<file path="src/rtl/ram_pkg.sv">
// Shared types and defaults for the sweep-clear RAM family.
// Imported by the interface, the clear sequencer and the top.
package ram_pkg;

  localparam int DEF_WIDTH = 4;
  localparam int DEF_DEPTH = 4;

  typedef enum logic {
    IDLE,
    CLEAR
  } state_e;

  // Address width for a given depth; at least one bit so a 1-deep array still has a port.
  function automatic int addr_w(input int depth);
    return (depth > 1) ? $clog2(depth) : 1;
  endfunction

endpackage

</file>
<file path="src/rtl/ram_sweep_clr_if.sv">
// Access bus of the sweep-clear RAM: request side driven by the master,
// read data and status strobes driven by the RAM.
interface ram_sweep_clr_if
  import ram_pkg::*;
#(
  parameter int WIDTH  = DEF_WIDTH,
  parameter int ADDR_W = addr_w(DEF_DEPTH)
);

  logic              en;
  logic              rw;
  logic [ADDR_W-1:0] addr;
  logic [WIDTH-1:0]  data_in;
  logic [WIDTH-1:0]  data_out;
  logic              rd_valid;
  logic              busy;
  logic              err;

  modport master (
    output en, rw, addr, data_in,
    input  data_out, rd_valid, busy, err
  );

  modport slave (
    input  en, rw, addr, data_in,
    output data_out, rd_valid, busy, err
  );

endinterface

</file>
<file path="src/rtl/ram_clr_seq.sv">
// Clear sequencer: after clr falls, steps a pointer over every word once,
// asserting we_sweep each step and busy until the last word is written.
module ram_clr_seq
  import ram_pkg::*;
#(
  parameter int DEPTH  = DEF_DEPTH,
  parameter int ADDR_W = addr_w(DEPTH)
) (
  input  logic              clk,
  input  logic              clr,
  output logic              busy,
  output logic              we_sweep,
  output logic [ADDR_W-1:0] ptr
);

  state_e            state_q;
  logic              busy_q;
  logic [ADDR_W-1:0] ptr_q;
  logic [ADDR_W-1:0] ptr_d;
  logic              last_w;

  assign last_w = (ptr_q == ADDR_W'(DEPTH - 1));
  // Pointer holds at the last word so it never wraps past DEPTH-1.
  assign ptr_d  = last_w ? ptr_q : ptr_q + ADDR_W'(1);

  // NOTE: sequential state uses non-blocking assignments only, so every
  // register samples the pre-edge values of its neighbours.
  always_ff @(posedge clk) begin
    if (clr) begin
      state_q <= CLEAR;
      ptr_q   <= '0;
      busy_q  <= 1'b1;
    end else begin
      case (state_q)
        IDLE: begin
          busy_q <= 1'b0;
        end
        CLEAR: begin
          ptr_q <= ptr_d;
          if (last_w) begin
            state_q <= IDLE;
            busy_q  <= 1'b0;
          end
        end
        default: begin
          state_q <= IDLE;
          busy_q  <= 1'b0;
        end
      endcase
    end
  end

  assign busy     = busy_q;
  assign we_sweep = (state_q == CLEAR) && !clr;
  assign ptr      = ptr_q;

endmodule

</file>
<file path="src/rtl/ram_sweep_clr.sv">
// Single-port synchronous RAM with registered read, optional write-through
// and a hardware clear sweep that loads RESET_VAL into every word after clr.
module ram_sweep_clr
  import ram_pkg::*;
#(
  parameter int                WIDTH         = DEF_WIDTH,
  parameter int                DEPTH         = DEF_DEPTH,
  parameter int                ADDR_W        = addr_w(DEPTH),
  parameter logic [WIDTH-1:0]  RESET_VAL     = '0,
  parameter bit                WRITE_THROUGH = 1'b0
) (
  input  logic         clk,
  input  logic         clr,
  ram_sweep_clr_if.slave bus
);

  localparam int CMP_W = ADDR_W + 1;

  logic [WIDTH-1:0]  mem [DEPTH];
  logic              busy;
  logic              we_sweep;
  logic [ADDR_W-1:0] ptr;

  logic              in_range;
  logic              accept;
  logic              acc_we;

  logic [WIDTH-1:0]  data_out_q;
  logic              rd_valid_q;
  logic              err_q;

  ram_clr_seq #(
    .DEPTH  (DEPTH),
    .ADDR_W (ADDR_W)
  ) u_clr_seq (
    .clk      (clk),
    .clr      (clr),
    .busy     (busy),
    .we_sweep (we_sweep),
    .ptr      (ptr)
  );

  // Compare one bit wider so a power-of-two DEPTH does not truncate to zero.
  assign in_range = ({1'b0, bus.addr} < CMP_W'(DEPTH));
  assign accept   = bus.en && !busy && in_range;
  assign acc_we   = accept && bus.rw && !clr;

  // NOTE: the array has no reset branch; its contents are defined by the
  // clear sweep, which keeps it mappable onto plain RAM macros.
  always_ff @(posedge clk) begin
    if (we_sweep) begin
      mem[ptr] <= RESET_VAL;
    end else if (acc_we) begin
      mem[bus.addr] <= bus.data_in;
    end
  end

  always_ff @(posedge clk) begin
    if (clr) begin
      data_out_q <= '0;
      rd_valid_q <= 1'b0;
      err_q      <= 1'b0;
    end else begin
      rd_valid_q <= 1'b0;
      err_q      <= bus.en && !accept;
      if (accept) begin
        if (!bus.rw) begin
          data_out_q <= mem[bus.addr];
          rd_valid_q <= 1'b1;
        end else if (WRITE_THROUGH) begin
          data_out_q <= bus.data_in;
          rd_valid_q <= 1'b1;
        end
      end
    end
  end

  assign bus.data_out = data_out_q;
  assign bus.rd_valid = rd_valid_q;
  assign bus.err      = err_q;
  assign bus.busy     = busy;

endmodule

</file>
<file path="src/flat_wrapper.sv">
// flat-port wrapper written by rule: the top's interface ports become plain ports
module ram_sweep_clr_flat import ram_pkg::*;
#(
  parameter int                WIDTH         = DEF_WIDTH,
  parameter int                DEPTH         = DEF_DEPTH,
  parameter int                ADDR_W        = addr_w(DEPTH),
  parameter logic [WIDTH-1:0]  RESET_VAL     = '0,
  parameter bit                WRITE_THROUGH = 1'b0
)
  (clk, clr, bus_en, bus_rw, bus_addr, bus_data_in, bus_data_out, bus_rd_valid, bus_busy, bus_err);
  ram_sweep_clr_if #(.WIDTH(WIDTH), .ADDR_W(ADDR_W)) bus_i ();
  input  logic clk;
  input  logic clr;
  input wire logic [$bits(bus_i.en)-1:0] bus_en;
  input wire logic [$bits(bus_i.rw)-1:0] bus_rw;
  input wire logic [$bits(bus_i.addr)-1:0] bus_addr;
  input wire logic [$bits(bus_i.data_in)-1:0] bus_data_in;
  output wire logic [$bits(bus_i.data_out)-1:0] bus_data_out;
  output wire logic [$bits(bus_i.rd_valid)-1:0] bus_rd_valid;
  output wire logic [$bits(bus_i.busy)-1:0] bus_busy;
  output wire logic [$bits(bus_i.err)-1:0] bus_err;
  assign bus_i.en = bus_en;
  assign bus_i.rw = bus_rw;
  assign bus_i.addr = bus_addr;
  assign bus_i.data_in = bus_data_in;
  assign bus_data_out = bus_i.data_out;
  assign bus_rd_valid = bus_i.rd_valid;
  assign bus_busy = bus_i.busy;
  assign bus_err = bus_i.err;
  ram_sweep_clr #(.WIDTH(WIDTH), .DEPTH(DEPTH), .ADDR_W(ADDR_W), .RESET_VAL(RESET_VAL), .WRITE_THROUGH(WRITE_THROUGH)) u_core (.clk(clk), .clr(clr), .bus(bus_i));
endmodule
</file>
<file path="config.mk">
export PLATFORM = sky130hd
export DESIGN_NAME = ram_sweep_clr_flat
export DESIGN_NICKNAME = d
export VERILOG_FILES = /design/src/rtl/ram_pkg.sv /design/src/rtl/ram_sweep_clr_if.sv /design/src/rtl/ram_clr_seq.sv /design/src/rtl/ram_sweep_clr.sv /design/src/flat_wrapper.sv
export SDC_FILE = /design/constraint.sdc
export NUM_CORES = 1
export LEC_CHECK = 0
export CORE_MARGIN = 2
export CORE_UTILIZATION = 40
export DETAILED_ROUTE_END_ITERATION = 7
export DONT_BUFFER_PORTS = 1
export SYNTH_ARGS = -nofsm -noshare
export SYNTH_HDL_FRONTEND = slang
export SYNTH_SLANG_ARGS = --single-unit
</file>
<file path="constraint.sdc">
create_clock -name clk -period 1.9 [get_ports clk]
set_input_delay 0.475 -clock clk [delete_from_list [all_inputs] [get_ports clk]]
set_output_delay 0.475 -clock clk [all_outputs]
set_load 0.02 [all_outputs]
</file>
==> results_dict.tcl <==
set metrics [dict create \
    status "finished clean" \
    cp_cell_sequence "nor2_1 > nand4b_1 > a21oi_1" \
    post-route-util 0.4479 \
    syn-num-nets 88 \
    cpPeakStageDelay_ns 0.43 \
    drtIter0Drc 11 \
    grt_start_max_net_pins 15 \
    cts.clk_slew.worst_paths_ns 0.14 \
    path_depth 3 \
    wire_per_inst_um 16.33 \
    clock_latency_ns 0.31 \
    critPathTopFamily "simple AND/OR/NAND/NOR gates" \
    die_area_um2 3175 \
    numCtsBuffers 3 \
    dp_cells 104 \
    coreArea_um2 2545 \
    cts_setup_buffers 0 \
    port_buffers 0 \
    grt_pass1_vias 605 \
    power.leakage_uw 0.0004316 \
    ys_types 28 \
    power.density_nw_per_um2 1088 \
    avgSynthCellArea_um2 14.23 \
    ys_ff_latch 26 \
    fin_crit_ns 1.719 \
    reg2regPathDepth 3 \
    nets 90 \
    rrSetupSlack_ns 0.18 \
    hold-path-endpoint "u_core.u_clr_seq.ptr[1]" \
    grt_use_total 0.1226 \
    rsz0062_at_grt "no" \
    drive_gt1_frac 0.2179 \
    synth_warnings 0 \
    final_cell_count_no_fill 108 \
    detail-route-antenna-nets 0 \
    cap_violations 0 \
    io_pins 17 \
    crit_fanout 10 \
    fmax_ghz 0.5819 \
    crit_slowest_cell "a21oi_1" \
    min_from "clr" \
    timing.rr.start "u_core.u_clr_seq.state_q" \
    fin_tns_setup_ns 0 \
    synth_top_area_cell "edfxtp_1" \
    start_util 0.4307 \
    post-place-ws_ns 0.03584 \
    area_growth_pct 3.995 \
    die_w_um 56.35 \
    std_cell_rows 18 \
    gp_congestion 0.7368 \
    synth-seq-area-share 0.6210 \
    post-route-period-util 0.9045 \
    vias 615 \
    setup_viol 0 \
    syn_area_um2 1096 \
    cts_hold_buf 0 \
    critPathCaptureType "flip-flop" \
    clock_path_buffers 2 \
    arrival_ns 1.69 \
    drv_slew 0 \
    critPathKind "reg2reg" \
    overflow 0 \
    antenna_found_initial 0 \
    drc_errors 0 \
    synth_top_area_share 0.4384 \
    firstDrtPassIters 4 \
    worst_pin_slew_ns 0.5149 \
    wl_um 1764 \
    hold_viol 0 \
    via_per_inst 5.694 \
    htreeDepth 1 \
    antenna_cells 0 \
    r2r_end "u_core.mem[1][3]" \
    dp_hpwl_um 1313 \
    path_buf_inv 0 \
    cts.repair.resized 0 \
    fin_skew_ns 0.008324 \
    clkSinkCount 26 \
    die_h_um 56.35 \
    setup_slack_ns 0.1815 \
    critPathRequiredTime_ns 1.87 \
    synth_cells 77 \
    crit_path_start_kind "flip-flop" \
    worst_hold_path_type "in2reg" \
    hold_path_depth 1 \
    synth.area.top_cells "edfxtp_1 (44%), dfxtp_1 (18%), mux4_2 (8.2%), mux2i_1 (4.6%), nor2_1 (3.4%)" \
    cts_tree "done" \
    worst_slew_margin_rel 0.6555 \
    clock-root-buffer "clkbuf_4" \
    grt_pass1_wl_um 2925 \
    ir_drop_mv 0.7986 \
]
flip-flops by register name, summed over array words and instances, names as in the netlist:
| signal | cells |
|---|---|
| u_core.bus.rd_valid | 1 |
| u_core.u_clr_seq.state_q | 1 |
| u_core.bus.data_out | 4 |
| u_core.bus.err | 1 |
| u_core.u_clr_seq.busy | 1 |
| u_core.mem | 16 |
| u_core.u_clr_seq.ptr | 2 |
worst max path at each step:
stage	start	endpoint	slack, ns
floorplan	u_core.u_clr_seq.busy	u_core.mem[0][0]	0.29
global placement	clr	u_core.mem[1][1]	0.07
detailed placement	clr	u_core.mem[1][0]	0.04
CTS	u_core.u_clr_seq.state_q	u_core.mem[1][1]	0.17
global route	u_core.u_clr_seq.state_q	u_core.mem[3][3]	0.08
finish	u_core.u_clr_seq.state_q	u_core.mem[1][3]	0.18
synth_stat cells:
| master | n |
|---|---|
| edfxtp_1 | 16 |
| buf_6 | 2 |
| a21o_2 | 1 |
| inv_1 | 1 |
| or2_2 | 1 |
| and3_2 | 4 |
| o311ai_0 | 2 |
| ha_1 | 1 |
| mux4_2 | 4 |
| a211o_2 | 1 |
| dfxtp_1 | 10 |
| o21bai_1 | 1 |
| a211o_1 | 1 |
| nand3b_1 | 1 |
| nand3_1 | 1 |
| mux2i_1 | 5 |
| nor2_1 | 10 |
| buf_2 | 1 |
| nand4_1 | 1 |
| a21oi_2 | 1 |
| clkbuf_1 | 2 |
| nand4b_1 | 2 |
| and2b_1 | 1 |
| and3b_1 | 1 |
| a21oi_1 | 3 |
| nand2_1 | 1 |
| or3b_1 | 1 |
| xnor2_1 | 1 |
where the power goes:
part | internal, uW | switching (uW)
clock network | 81.9 | 156
registers | 697 | 58.5
logic | 122 | 125
total | 900 | 340
cell type report:
class,instances,area (um2)
multi-input cells,45,376.6
clock buffers,4,26.28
flip-flops and latches,26,680.7
fillers,234,1405
inverters,1,3.754
repair buffers,2,15.01
well taps,30,37.54
stage by stage:
step / hold slack [ns] / power (uW) / area, um2
finish: 0.2058 / 1240 / 1140
global route: 0.1844 / 1305 / 1140
CTS: 0.2001 / 1250 / 1140
detailed placement: 0.5518 / 1019 / 1114
global placement: 0.5507 / 1017 / 1114
floorplan: 0.5266 / 966.9 / 1096
worst reg2reg max path, delay by kind of cell (launching register included):
| family | cells | cell delay, ns |
|---|---|---|
| AOI/OAI and AO/OA | 1 | 0.43 |
| and+or+nand+nor | 2 | 0.57 |
| DFF | 1 | 0.37 |
placed cells by master, fill, tap and decap left out, types with 2 or more instances in the layout:
cell	netlist	final
edfxtp_1	16	16
clkbuf_4	0	3
o311ai_0	2	2
mux4_2	4	4
nand4b_1	2	2
mux2i_1	5	5
dfxtp_1	10	10
nor2_1	10	10
and3_2	4	4
a21oi_1	3	3
buf_4	0	2
kinds of logic (layout without fill, tap and decap cells):
logic type | count (synthesis) | in the layout | share of synthesized area
buffers and inverters | 6 | 7 | 0.03538
adder cells (fa/ha/maj) | 1 | 1 | 0.01141
AND/OR/NAND/NOR | 24 | 24 | 0.1267
multiplexers | 9 | 9 | 0.1279
AO/OA/AOI/OAI | 10 | 10 | 0.06964
XOR/XNOR | 1 | 1 | 0.007992
flip-flops | 26 | 26 | 0.6210
layer usage:
layer / track usage / wire, um
met2: 0.1782 / 833
met3: 0.03226 / 89
met1: 0.1647 / 813
met4: 0.07143 / 27
met5: 0 / 0
Note: power is estimated with default switching activity, not from simulation.
